==> src/rtl/rr_arb_mux4_pkg.sv <==
// Shared types and constants for the rr_arb_mux4 round-robin arbiter/mux.
// The optional grant timeout in rr_arb_mux4 is enabled by defining ARB_TIMEOUT_EN.
package rr_arb_mux4_pkg;

  typedef enum logic {
    ST_IDLE  = 1'b0,
    ST_GRANT = 1'b1
  } arb_state_t;

  localparam int MAX_HOLD_DEF = 16;

  // Select width for an n-way choice; never narrower than one bit.
  function automatic int sel_width(input int n);
    return (n > 1) ? $clog2(n) : 1;
  endfunction

endpackage

==> src/rtl/rr_arb_mux4_mux_n_tree.sv <==
// Parameterized N:1 data mux assembled as a binary tree of 2:1 mux primitives.
// Level l of the tree is steered by select bit l-1 (LSB pairs adjacent inputs).
module mux2 #(
  parameter int DW = 8
) (
  input  logic          sel_i,
  input  logic [DW-1:0] a_i,
  input  logic [DW-1:0] b_i,
  output logic [DW-1:0] y_o
);

  assign y_o = sel_i ? b_i : a_i;

endmodule

module mux_n_tree
  import rr_arb_mux4_pkg::*;
#(
  parameter  int N  = 4,
  parameter  int DW = 8,
  localparam int SW = sel_width(N)
) (
  input  logic [SW-1:0]   sel_i,
  input  logic [N*DW-1:0] data_i,
  output logic [DW-1:0]   data_o
);

  for (genvar l = 0; l <= SW; l++) begin : g_lvl
    localparam int W = N >> l;
    logic [W-1:0][DW-1:0] v;
    if (l == 0) begin : g_leaf
      assign v = data_i;
    end else begin : g_node
      for (genvar j = 0; j < W; j++) begin : g_mux
        mux2 #(.DW(DW)) u_mux2 (
          .sel_i (sel_i[l-1]),
          .a_i   (g_lvl[l-1].v[2*j]),
          .b_i   (g_lvl[l-1].v[2*j+1]),
          .y_o   (v[j])
        );
      end
    end
  end

  assign data_o = g_lvl[SW].v[0];

endmodule

==> src/rtl/rr_arb_mux4.sv <==
// Round-robin arbiter driving a shared N:1 data mux; registered grant/select.
// Define ARB_TIMEOUT_EN to force rotation after MAX_HOLD cycles when others wait.
module rr_arb_mux4
  import rr_arb_mux4_pkg::*;
#(
  parameter  int N_REQ    = 4,
  parameter  int DW       = 8,
  parameter  int MAX_HOLD = MAX_HOLD_DEF,
  localparam int SW       = sel_width(N_REQ)
) (
  input  logic               i_clk,
  input  logic               i_rstn,
  input  logic [N_REQ-1:0]   i_req,
  input  logic [N_REQ*DW-1:0] i_data,
  output logic [N_REQ-1:0]   o_gnt,
  output logic [SW-1:0]      o_sel,
  output logic               o_valid,
  output logic [DW-1:0]      o_data
);

  arb_state_t        state_q, state_d;
  logic [SW-1:0]     ptr_q, ptr_d;
  logic [SW-1:0]     sel_q, sel_d;
  logic [N_REQ-1:0]  gnt_q, gnt_d;

  logic              holder_drop;
  logic              force_rot;
  logic              rearb;
  logic [SW-1:0]     search_base;
  logic [N_REQ-1:0]  search_mask;
  logic              found;
  logic [SW-1:0]     win;
  logic [DW-1:0]     mux_data;

  assign holder_drop = (state_q == ST_GRANT) && !i_req[sel_q];

`ifdef ARB_TIMEOUT_EN
  localparam int HW = sel_width(MAX_HOLD);
  logic [HW-1:0] hold_q, hold_d;

  assign force_rot = (state_q == ST_GRANT) && i_req[sel_q] &&
                     (hold_q == HW'(MAX_HOLD - 1)) && (|(i_req & ~gnt_q));

  always_comb begin
    hold_d = hold_q;
    if (rearb && found) begin
      hold_d = '0;
    end else if ((state_q == ST_GRANT) && (hold_q != HW'(MAX_HOLD - 1))) begin
      hold_d = hold_q + 1'b1;
    end
  end

  always_ff @(posedge i_clk or negedge i_rstn) begin
    if (!i_rstn) hold_q <= '0;
    else         hold_q <= hold_d;
  end
`else
  assign force_rot = 1'b0;
`endif

  // A release (or forced rotation) searches from holder+1 with the holder masked out.
  always_comb begin
    rearb       = 1'b0;
    search_base = ptr_q;
    search_mask = '0;
    if (state_q == ST_IDLE) begin
      rearb       = |i_req;
      search_mask = i_req;
    end else if (holder_drop || force_rot) begin
      rearb       = 1'b1;
      search_base = sel_q + 1'b1;
      search_mask = i_req & ~gnt_q;
    end
  end

  // Rotate so search_base lands at bit 0, find first set, rotate the index back.
  always_comb begin
    logic [2*N_REQ-1:0] dbl;
    logic [N_REQ-1:0]   rot;
    dbl   = {search_mask, search_mask} >> search_base;
    rot   = dbl[N_REQ-1:0];
    found = |rot;
    win   = '0;
    for (int unsigned k = N_REQ; k > 0; k--) begin
      if (rot[k-1]) win = SW'(k - 1) + search_base;
    end
  end

  always_comb begin
    state_d = state_q;
    ptr_d   = ptr_q;
    sel_d   = sel_q;
    gnt_d   = gnt_q;
    if (state_q == ST_GRANT && rearb) ptr_d = sel_q + 1'b1;
    if (rearb) begin
      if (found) begin
        state_d = ST_GRANT;
        sel_d   = win;
        gnt_d   = {{(N_REQ-1){1'b0}}, 1'b1} << win;
      end else begin
        state_d = ST_IDLE;
        gnt_d   = '0;
      end
    end
  end

  always_ff @(posedge i_clk or negedge i_rstn) begin
    if (!i_rstn) begin
      state_q <= ST_IDLE;
      ptr_q   <= '0;
      sel_q   <= '0;
      gnt_q   <= '0;
    end else begin
      state_q <= state_d;
      ptr_q   <= ptr_d;
      sel_q   <= sel_d;
      gnt_q   <= gnt_d;
    end
  end

  mux_n_tree #(.N(N_REQ), .DW(DW)) u_mux (
    .sel_i  (sel_q),
    .data_i (i_data),
    .data_o (mux_data)
  );

  always_comb begin
    o_valid = (state_q == ST_GRANT);
    o_gnt   = gnt_q;
    o_sel   = sel_q;
    o_data  = o_valid ? mux_data : '0;
  end

endmodule

==> config.mk <==
export PLATFORM = sky130hd
export DESIGN_NAME = rr_arb_mux4
export DESIGN_NICKNAME = d
export VERILOG_FILES = /design/src/rtl/rr_arb_mux4_pkg.sv /design/src/rtl/rr_arb_mux4_mux_n_tree.sv /design/src/rtl/rr_arb_mux4.sv
export SDC_FILE = /design/constraint.sdc
export NUM_CORES = 1
export LEC_CHECK = 0
export BUFFER_PORTS_ARGS = -buffer_cell sky130_fd_sc_hd__buf_2
export CAP_MARGIN = 20
export CORE_ASPECT_RATIO = 1.5
export CORE_MARGIN = 2
export CORE_UTILIZATION = 35
export CTS_CLUSTER_DIAMETER = 100
export DETAILED_ROUTE_END_ITERATION = 12
export GPL_ROUTABILITY_DRIVEN = 0
export PLACE_DENSITY = 0.61
export SLEW_MARGIN = 20
export SYNTH_ARGS = -nofsm -noshare
export SYNTH_HDL_FRONTEND = slang
export SYNTH_SLANG_ARGS = --single-unit
==> constraint.sdc <==
create_clock -name i_clk -period 2.6 [get_ports i_clk]
set_clock_uncertainty 0.1 [all_clocks]
set_input_delay 0.39 -clock i_clk [delete_from_list [all_inputs] [get_ports i_clk]]
set_output_delay 0.39 -clock i_clk [all_outputs]
set_load 0.02 [all_outputs]
==> impl_metrics.tcl <==
set metrics [dict create \
    status "finished, final reports clean" \
    grt_first_pass_wirelength_mm 4.82 \
    p_leak_nw 0.671 \
    peakVddDrop_mv 0.890 \
    worstSetupPathType "reg2reg" \
    diodes 0 \
    cap_violations 0 \
    die_h_um 70.2 \
    synth_compound_area_frac 0.227 \
    tightest_slew_ns 0.518 \
    fp-row-count 24 \
    hold_path_class "in2async" \
    powerDensity_nw_per_um2 1300 \
    synth_seq_cells 9 \
    first_pass_iters 5 \
    drive_above_1_share 0.442 \
    crit_path_max_fanout 7 \
    rsz0062_at_grt "false" \
    syn_inst 110 \
    drc 0 \
    die_area_um2 3370 \
    antenna_found_initial 0 \
    instances_no_fill 202 \
    post-route-period-util 0.904 \
    syn_avg_cell_area_um2 9.28 \
    wl_per_cell_um 15.6 \
    r2r_slack_ns 0.25 \
    p_sw_frac 0.485 \
    synth-xor-area-share 0 \
    dp.cells 197 \
    p_clk_frac 0.091 \
    htreeDepth 1 \
    hold_viol_final 0 \
    critPathRequiredTime_ns 2.62 \
    critPathLaunchType "register" \
    synthesis.nets 148 \
    cts.sink_count 9 \
    cts_buffers 3 \
    clkTransAtPathRegs_ns 0.05 \
    gr-usage-all-layers 0.196 \
    io_pins 53 \
    finalCoreUtilization 0.482 \
    reg2reg_to "o_gnt[1]$_DFFE_PN0P_" \
    synthMuxAreaShare 0.245 \
    viasPerCell 5.75 \
    routed_wl_mm 3.16 \
    die_w_um 48.1 \
    seqPwrFrac 0.173 \
    syn_to_final_growth_pct 34.7 \
    whs_ns 0.435 \
    synth_top_family_by_area "multiplexers" \
    drv_slew 0 \
    min_period_ns 2.35 \
    start_util 0.358 \
    insertion_delay_ns 0.24 \
    cts_tree "built" \
    nets 202 \
    reg2regPathDepth 7 \
    vias 1161 \
    internal-power_uw 922 \
    switching_power_uw 869 \
    dp_hpwl_mm 2.64 \
    yosysWarnings 0 \
    setup_tns_ns 0 \
    core_um2 2850 \
    slew_headroom 0.654 \
    cts_resized 0 \
    grt_pass1_vias 1094 \
    synth.distinct_cells 40 \
    port_buffers 52 \
    mostFrequentLayoutCell "buf_2" \
    clockBufferDepth 2 \
    synth_area_um2 1020 \
    synthAdderAreaFrac 0 \
    setup_viol_count_final 0 \
    worstPathArrival_ns 2.37 \
    clockRootBuffer "clkbuf_8" \
    fillCellCount 293 \
    grt_max_degree 12 \
    final_cell_mix "buf_2 (52), and2_1 (10), dfrtp_1 (9)" \
    overflow 0 \
    ant_nets 0 \
    reg2reg_from "o_sel[1]$_DFFE_PN0P_" \
    synthSimpleGateAreaFrac 0.230 \
    power_frac_comb 0.736 \
    synth.yosys.seq_area_share 0.221 \
    max_freq_mhz 426 \
    cp-end-kind "register" \
    drtIter0Drc 51 \
]
## state kept, by name (all words and copies together) (netlist names)
register  cells
o_gnt         4
o_sel         2
o_valid       1
ptr_q         2
## area by class of cell
cell class / count / area, µm² / share of cell area
clock buffer: 3 / 41.3 / 0.0300
clock inverter: 1 / 5.00 / 0.00364
inverter: 4 / 15.0 / 0.0109
multi-input combinational: 86 / 717 / 0.521
sequential: 9 / 225 / 0.164
tap: 39 / 48.8 / 0.0355
timing repair buffer: 60 / 323 / 0.235
## routing by layer
| metal | wire length (µm) | GRT usage | vias to the layer above |
|---|---|---|---|
| met4 | 100 | 0.0781 | 0 |
| li1 | - | - | 529 |
| met2 | 1580 | 0.351 | 91 |
| met1 | 1130 | 0.219 | 528 |
| met3 | 351 | 0.0181 | 13 |
| met5 | 0 | 0 | - |
## power groups by stage
stage	Combinational, mW	Clock (mW)	Sequential (mW)
after global routing	1.46	0.172	0.319
after floorplan	1.02	0	0.277
final	1.32	0.162	0.310
after detailed placement	1.32	0	0.308
after CTS	1.33	0.164	0.308
after global placement	1.30	0	0.305
## worst max-delay path by stage
| stage | cells after the start | end | slack, ns | start |
|---|---|---|---|---|
| finish | 7 | o_gnt[1]$_DFFE_PN0P_ | 0.25 | o_sel[1]$_DFFE_PN0P_ |
| global placement | 7 | o_gnt[3]$_DFFE_PN0P_ | 0.34 | i_req[3] |
| detailed placement | 8 | o_gnt[1]$_DFFE_PN0P_ | 0.25 | i_req[3] |
| floorplan | 7 | o_gnt[3]$_DFFE_PN0P_ | 0.20 | o_valid$_DFFE_PN0P_ |
| global route | 7 | o_gnt[2]$_DFFE_PN0P_ | 0.06 | o_sel[1]$_DFFE_PN0P_ |
| CTS | 7 | o_gnt[1]$_DFFE_PN0P_ | 0.26 | o_sel[1]$_DFFE_PN0P_ |
## cells in the mapped netlist (all sizes together)
cell / count / area share
a211o: 2 / 0.017
a211oi: 1 / 0.0074
a21oi: 2 / 0.0098
a221oi: 1 / 0.0086
a222oi: 1 / 0.0098
a22o: 2 / 0.017
a31oi: 1 / 0.0061
a32o: 1 / 0.0098
and2: 10 / 0.061
and2b: 1 / 0.0074
and3: 2 / 0.012
and4: 2 / 0.017
and4b: 1 / 0.0098
buf: 8 / 0.051
clkbuf: 3 / 0.011
dfrtp: 9 / 0.22
inv: 4 / 0.015
mux2i: 7 / 0.069
mux4: 8 / 0.18
nand2: 8 / 0.029
nand2b: 1 / 0.0061
nor2: 6 / 0.022
nor2b: 6 / 0.037
nor3: 3 / 0.015
o211a: 1 / 0.0098
o211ai: 1 / 0.0074
o21a: 4 / 0.029
o21ai: 2 / 0.0098
o221ai: 1 / 0.0086
o22ai: 2 / 0.012
o311a: 1 / 0.0098
o311ai: 1 / 0.0086
o31ai: 2 / 0.020
o32ai: 3 / 0.026
or2: 1 / 0.0061
or4: 1 / 0.0074
## critical path, cell delays in order (launching register included)
cell and delay [ns]:
dfrtp_1 0.46, mux2i_1 0.26, and3_1 0.31, or2_0 0.32, inv_1 0.14, a21oi_1 0.23, o211ai_1 0.17, a22o_1 0.25
## cell families after synthesis
kind of cell / count (synthesis)
AND/OR/NAND/NOR: 42
flip-flops: 9
buffers and inverters: 15
AO/OA/AOI/OAI: 29
multiplexers: 15
## repair_timing
action | CTS | global route
endpoints found under the hold margin | 9 | 0
buffers inserted | 0 | 0
hold buffers | 1 | 0
## per-stage QoR
stage	setup slack (ns)	instance area, µm²	total power [mW]
floorplan	0.199	1020	1.30
global placement	0.343	1320	1.61
detailed placement	0.250	1320	1.63
CTS	0.263	1380	1.80
global route	0.0619	1380	1.95
finish	0.250	1380	1.79
Note: power is estimated with default switching activity, not from simulation.
